### src/rtl/reg_bank_pkg.sv
// Shared constants and swap-state encoding for the XCHG-capable register bank.
package reg_bank_pkg;

    localparam int unsigned DEF_DATA_W  = 32;
    localparam int unsigned DEF_ADDR_W  = 5;
    localparam int unsigned DEF_SP_IDX  = 29;
    localparam int unsigned DEF_SP_INIT = 227;

    typedef enum logic [1:0] {
        IDLE   = 2'd0,
        SWAP_A = 2'd1,
        SWAP_B = 2'd2
    } swap_state_e;

endpackage

### src/rtl/reg_bank_xchg_seq.sv
// Two-cycle swap sequencer: captures operands and their values, then emits
// two writes (ra <- old rb, then rb <- old ra) and a one-cycle done pulse.
module xchg_seq
    import reg_bank_pkg::*;
#(
    parameter int unsigned DATA_W = DEF_DATA_W,
    parameter int unsigned ADDR_W = DEF_ADDR_W
) (
    input  logic              clk,
    input  logic              rst_n,
    input  logic              start_i,
    input  logic [ADDR_W-1:0] ra_i,
    input  logic [ADDR_W-1:0] rb_i,
    input  logic [DATA_W-1:0] val_a_i,
    input  logic [DATA_W-1:0] val_b_i,
    output logic              busy_o,
    output logic              done_o,
    output logic              wr_en_o,
    output logic [ADDR_W-1:0] wr_addr_o,
    output logic [DATA_W-1:0] wr_data_o
);

    swap_state_e       state_q, state_d;
    logic [ADDR_W-1:0] ra_q, ra_d, rb_q, rb_d;
    logic [DATA_W-1:0] tmp_a_q, tmp_a_d, tmp_b_q, tmp_b_d;
    logic              done_q, done_d;

    always_ff @(posedge clk or negedge rst_n) begin
        if (!rst_n) begin
            state_q <= IDLE;
            ra_q    <= '0;
            rb_q    <= '0;
            tmp_a_q <= '0;
            tmp_b_q <= '0;
            done_q  <= 1'b0;
        end else begin
            state_q <= state_d;
            ra_q    <= ra_d;
            rb_q    <= rb_d;
            tmp_a_q <= tmp_a_d;
            tmp_b_q <= tmp_b_d;
            done_q  <= done_d;
        end
    end

    always_comb begin
        state_d   = state_q;
        ra_d      = ra_q;
        rb_d      = rb_q;
        tmp_a_d   = tmp_a_q;
        tmp_b_d   = tmp_b_q;
        done_d    = 1'b0;
        wr_en_o   = 1'b0;
        wr_addr_o = ra_q;
        wr_data_o = tmp_b_q;
        case (state_q)
            IDLE: begin
                if (start_i) begin
                    ra_d    = ra_i;
                    rb_d    = rb_i;
                    tmp_a_d = val_a_i;
                    tmp_b_d = val_b_i;
                    state_d = SWAP_A;
                end
            end
            SWAP_A: begin
                wr_en_o = 1'b1;
                state_d = SWAP_B;
            end
            SWAP_B: begin
                wr_en_o   = 1'b1;
                wr_addr_o = rb_q;
                wr_data_o = tmp_a_q;
                done_d    = 1'b1;
                state_d   = IDLE;
            end
            default: state_d = IDLE;
        endcase
    end

    assign busy_o = (state_q != IDLE);
    assign done_o = done_q;

endmodule

### src/rtl/reg_bank_xchg.sv
// MIPS 32x32 register bank with two combinational read ports, one write port
// and a built-in XCHG swap sequencer sharing that write port.
module reg_bank_xchg
    import reg_bank_pkg::*;
#(
    parameter int unsigned DATA_W  = DEF_DATA_W,
    parameter int unsigned ADDR_W  = DEF_ADDR_W,
    parameter int unsigned SP_IDX  = DEF_SP_IDX,
    parameter int unsigned SP_INIT = DEF_SP_INIT
) (
    input  logic              clk,
    input  logic              reset,
    input  logic              RegWrite,
    input  logic [ADDR_W-1:0] WriteReg,
    input  logic [DATA_W-1:0] WriteData,
    input  logic [ADDR_W-1:0] ReadReg1,
    input  logic [ADDR_W-1:0] ReadReg2,
    output logic [DATA_W-1:0] ReadData1,
    output logic [DATA_W-1:0] ReadData2,
    input  logic              XCHGStart,
    output logic              XCHGBusy,
    output logic              XCHGDone
);

    localparam int unsigned NUM_REGS = 1 << ADDR_W;

    logic [DATA_W-1:0] regs_q [NUM_REGS];
    logic [DATA_W-1:0] val_a, val_b;
    logic              swap_wr_en;
    logic [ADDR_W-1:0] swap_wr_addr;
    logic [DATA_W-1:0] swap_wr_data;
    logic              wr_en;
    logic [ADDR_W-1:0] wr_addr;
    logic [DATA_W-1:0] wr_data;

    // Capture sees a write landing on the same edge, so forward it here.
    assign val_a = (RegWrite && (WriteReg == ReadReg1) && (ReadReg1 != '0)) ? WriteData : regs_q[ReadReg1];
    assign val_b = (RegWrite && (WriteReg == ReadReg2) && (ReadReg2 != '0)) ? WriteData : regs_q[ReadReg2];

    xchg_seq #(
        .DATA_W (DATA_W),
        .ADDR_W (ADDR_W)
    ) u_seq (
        .clk       (clk),
        .rst_n     (reset),
        .start_i   (XCHGStart),
        .ra_i      (ReadReg1),
        .rb_i      (ReadReg2),
        .val_a_i   (val_a),
        .val_b_i   (val_b),
        .busy_o    (XCHGBusy),
        .done_o    (XCHGDone),
        .wr_en_o   (swap_wr_en),
        .wr_addr_o (swap_wr_addr),
        .wr_data_o (swap_wr_data)
    );

    always_comb begin
        wr_en   = swap_wr_en | (RegWrite & ~XCHGBusy);
        wr_addr = swap_wr_en ? swap_wr_addr : WriteReg;
        wr_data = swap_wr_en ? swap_wr_data : WriteData;
    end

    // Register 0 is never written, so it holds its reset value of zero.
    always_ff @(posedge clk or negedge reset) begin
        if (!reset) begin
            for (int unsigned i = 0; i < NUM_REGS; i++) begin
                regs_q[i] <= (i == SP_IDX) ? DATA_W'(SP_INIT) : '0;
            end
        end else if (wr_en && (wr_addr != '0)) begin
            regs_q[wr_addr] <= wr_data;
        end
    end

    assign ReadData1 = regs_q[ReadReg1];
    assign ReadData2 = regs_q[ReadReg2];

endmodule

### config.mk
export PLATFORM = sky130hd
export DESIGN_NAME = reg_bank_xchg
export DESIGN_NICKNAME = d
export VERILOG_FILES = /design/src/rtl/reg_bank_pkg.sv /design/src/rtl/reg_bank_xchg_seq.sv /design/src/rtl/reg_bank_xchg.sv
export SDC_FILE = /design/constraint.sdc
export NUM_CORES = 2
export LEC_CHECK = 0
export BUFFER_PORTS_ARGS = -buffer_cell sky130_fd_sc_hd__buf_2
export CAP_MARGIN = 20
export CORE_AREA = 3 3 300 302
export CTS_CLUSTER_SIZE = 8
export DETAILED_ROUTE_END_ITERATION = 8
export DIE_AREA = 0 0 303 305
export PLACE_DENSITY = 0.87
export SYNTH_ARGS = -nofsm -noshare
export SYNTH_HDL_FRONTEND = slang
export SYNTH_SLANG_ARGS = --single-unit
export TNS_END_PERCENT = 100
### constraint.sdc
create_clock -name clk -period 4.01 [get_ports clk]
set_input_delay 0.802 -clock clk [delete_from_list [all_inputs] [get_ports clk]]
set_output_delay 0.802 -clock clk [all_outputs]
set_load 0.01 [all_outputs]
### Word-level counts from Yosys, hierarchy flattened

Cells that the tools add are included.

* bits in registers: 1101
* word-level logic and storage cells: 85

* reductions and logical operators: 13
* order comparisons: 4
* bitwise gates (word level): 6
* multiplexer cells: 19
* equal/unequal tests: 5

Operator list (count)
* bitwise mux 1024 bit: 1
* binary-select mux 32 bit (select 5 bit): 2
* 2-to-1 mux 32 bit: 9
* demux 32 bit (select 5 bit): 1
* >= comparator 6 bit, second input constant: 3
* NOT 5 -> 6 bit: 3
* nonzero test 5 bit: 3
* equality test 5 bit: 2
* 2-to-1 mux 5 bit: 2
* logical AND 1 bit: 6
* less-than comparator 6 x 1 -> 1 bit, second input constant: 1
* case mux 2 bit (2 select lines): 1
* equality test 2 x 1 -> 1 bit, second input constant: 1
* equality test 2 bit, second input constant: 1
* logical NOT 2 bit: 1
* 2-to-1 mux 1 bit: 2
* 2-to-1 mux 2 bit: 1
* != test 2 bit, second input constant: 1
* AND reduction 2 bit: 1
* nonzero test 2 bit: 1
* OR reduction 2 bit: 1
* bitwise AND 1 bit: 1
* NOT 1 bit: 1
* bitwise OR 1 bit: 1

### Depth between registers and ports, before layout

* word-level depth: 10
* gate-level depth with buffers: 11

### Hierarchy

A second synthesis with hierarchy kept.

* cells, all modules: 5864
* area, all modules: 58937.8 um^2

By module, submodules not included
* reg_bank_xchg: area an instance 55330.6 um^2, instances 1, cells each 5653
* xchg_seq: area an instance 3607.2 um^2, instances 1, cells each 211

### Least setup slack after synthesis

Ideal clock, no wire load.

* kind: input to output
* start point: input ReadReg1[0]
* end point: output ReadData1[13]
* stages: 6
* data arrival time: 2419 ps
* data required time: 3208 ps
* path slack: 789 ps
* path through: buf_2 -> buf_2 -> buf_2 -> mux4_2 -> a211oi_1 -> a31oi_1

* longest elaborated chain between the ends: 4

RTL lines
* from (decl): RTL line reg_bank_xchg.sv:16 `input logic [ADDR_W-1:0] ReadReg1,`
* NOT 5 -> 6 bit (not written as such): RTL line reg_bank_xchg.sv:75 `assign ReadData1 = regs_q[ReadReg1];`
* binary-select mux 32 bit (select 5 bit): RTL line reg_bank_xchg.sv:75
* 2-to-1 mux 32 bit (not written as such) (2 in series): RTL line reg_bank_xchg.sv:75
* to (decl): RTL line reg_bank_xchg.sv:18 `output logic [DATA_W-1:0] ReadData1,`

No other way between the ends. The select of a mux whose other input is x is not followed.

### Final worst setup path

* start point: input ReadReg1[2]
* end point: output ReadData1[0]

Same word-level chain as after synthesis.

==> impl_metrics.tcl <==
set metrics [dict create \
    crit_fanout 33 \
    cts_hold_buffers 0 \
    fin_util_pct 72.84 \
    fin_crit_sh_pct 100.8 \
    critPathMostFrequentCell "buf_12" \
    ys_warn_count 0 \
    finalCriticalPeriod_ps 4042 \
    totalNegativeSetupSlack_ps -31.69 \
    cts_tree "done" \
    start_util_pct 64.59 \
    critPathLaunchType "input pin" \
    io_buffers 116 \
    hold_path.class "in -> async" \
    critical-path-max-stage-delay_ps 590 \
    vias 51700 \
    grt_usage_pct 42.69 \
    cts.sinks 1101 \
    ys_types 46 \
    fin_area_um2 64070 \
    leakagePower_uw 0.02929 \
    wl_per_cell_um 28.65 \
    synth_edf_count 0 \
    htree_levels 4 \
    drt_iter0_drc 8904 \
    yosys_register_bits 1101 \
    grt_pass1_vias 52310 \
    grt.overflow.total 0 \
    maxSlewViolCount 0 \
    routed_wl_mm 198.1 \
    arrival_ps 3240 \
    antenna_found_initial 19 \
    cp.required_ps 3210 \
    yosysSeqAreaShare_pct 48.51 \
    cts_setup_buffers 0 \
    syn_nets 5794 \
    firstDrtPassIters 7 \
    drc 0 \
    grt_first_pass_wirelength_mm 302.1 \
    setup_viol 1 \
    worst_slack_ps -31.69 \
    ios 117 \
    place_hpwl_mm 115.4 \
    clk_latency_ps 790 \
    fmax_mhz 247.4 \
    syn2layout_area_growth_pct 12.78 \
    hold_viol 0 \
    cts_root_buf "clkbuf_16" \
    cts-buffers-inserted 155 \
    core_area_um2 87970 \
    gp_congestion 0.9132 \
    ant_nets 0 \
    syn_area_um2 56810 \
    grt_setup_unrepaired "no" \
    whs_ps 46.62 \
    finClkSkew_ps 69.77 \
    relSlewSlack_pct 26.76 \
    clkSlewWorstSetupHoldPaths_ps 50 \
    p_per_area_nw_per_um2 795.9 \
    cpMaxStageDelayCell "a31oi_1" \
    cp_cell_sequence "buf_6, buf_12, nor2_4, buf_12, a211oi_1, buf_4, a31oi_1, buf_2" \
    syn_inst 5739 \
    status "finished, violations left" \
    synth_ff_type "dfrtp_1" \
    fp.dieH_um 305 \
    tightestPinTransition_ps 1099 \
    layout_commonest_cell "nand2_1" \
    layout_common_cells "nand2_1 (1,279), dfrtp_1 (1,096), mux2i_1 (682)" \
    violations "negative setup slack" \
    dieWidth_um 303 \
    ctsResizeCount 0 \
    via_per_inst 7.479 \
    worstSetupEndpointType "primary output" \
    ir_worst_vdd_v 0.0009852 \
    place_ws_ps 197.9 \
    final_layout_size_suffix_gt1_share_pct 14.99 \
    dieArea_um2 92420 \
    grt_max_degree 103 \
    nets 5739 \
    rows 109 \
    clockBufferDepth 3 \
    critical_path_class "in -> out" \
    syn_area_per_cell_um2 9.900 \
    async_flop_share_pct 100.0 \
    drv_cap 0 \
    dpl_cell_area_um2 59470 \
]
==> area by class of cell <==
type / instances / area [um^2]
Tap cell: 1165 / 1458
Sequential cell: 1101 / 27560
Clock inverter: 13 / 271.5
Antenna cell: 11 / 27.53
Fill cell: 5290 / 23890
Timing Repair Buffer: 378 / 3557
Inverter: 4 / 15.01
Multi-Input combinational cell: 4044 / 27100
Clock buffer: 197 / 4089
==> sequential cells by signal, indices dropped and copies added (netlist names) <==
signal / flops
u_seq.rb_q: 5
u_seq.tmp_b_q: 32
regs_q: 1024
u_seq.tmp_a_q: 32
u_seq.done_o: 1
u_seq.state_q: 2
u_seq.ra_q: 5
==> through the flow <==
step	total power [uW]	cells
6_report	50990	6913
2_1_floorplan	30430	5739
3_5_place_dp	36820	6678
3_3_place_gp	35340	6673
5_1_grt	53190	6907
4_1_cts	49480	6888
==> report_power, final <==
| part | internal (uW) | switching (uW) |
|---|---|---|
| Clock | 7100 | 5030 |
| Sequential | 15700 | 4030 |
| Combinational | 6760 | 12400 |
| Total | 29600 | 21400 |
==> metal layers <==
metal	part of all wire (%)	wire (um)	global-route usage, %	up-vias
met1	32	63890	50.27	24630
met3	15	30050	17.50	1621
met4	9.1	18120	33.12	20
li1	-	-	-	20400
met2	43	85870	61.94	5032
met5	0.067	133	0.8995	-
==> synthesized netlist by cell type (32+ instances only) <==
master | count | area, um^2
nor2_1 | 41 | 153.9
a22oi_1 | 128 | 960.9
a31o_2 | 33 | 289.0
nor3_1 | 35 | 175.2
mux2i_1 | 682 | 6827
a22o_1 | 96 | 840.8
a211oi_1 | 32 | 240.2
clkbuf_1 | 446 | 1674
a31oi_1 | 63 | 394.1
nand3_1 | 135 | 675.7
buf_2 | 99 | 495.5
mux4_2 | 190 | 4279
nand2_1 | 1281 | 4808
o21ai_1 | 368 | 1842
dfrtp_1 | 1096 | 27430
a21oi_1 | 103 | 515.5
o21ai_0 | 692 | 3463
==> worst paths after layout <==
| kind | from | to | slack (ps) | cells past startpoint |
|---|---|---|---|---|
| hold reg to reg | regs_q[1017] | regs_q[1017] | 400 | 0 |
| max in group asynchronous | reset | regs_q[71] | 2810 | 2 |
| setup / recovery | ReadReg1[2] | ReadData1[0] | -30 | 8 |
| hold / removal | reset | regs_q[704] | 50 | 1 |
| setup reg to reg | u_seq.state_q[1] | regs_q[491] | 470 | 9 |
| min in group clk | WriteData[31] | u_seq.tmp_a_q[31] | 340 | 3 |
==> cell families after synthesis <==
group / synth area share, %
adders and majority gates: 0.08810
and+or+nand+nor: 11.01
DFF: 48.51
AOI/OAI and AO/OA: 16.40
buffers and inverters: 4.268
muxes: 19.61
xor gates and xnor gates: 0.1233
==> worst max-delay path, delay by kind of cell <==
| kind | cells | cell delay (ps) |
|---|---|---|
| AOI/OAI and AO/OA | 2 | 770 |
| buffers and inverters | 5 | 1100 |
| and+or+nand+nor | 1 | 510 |
Note: power is estimated with default switching activity, not from simulation.
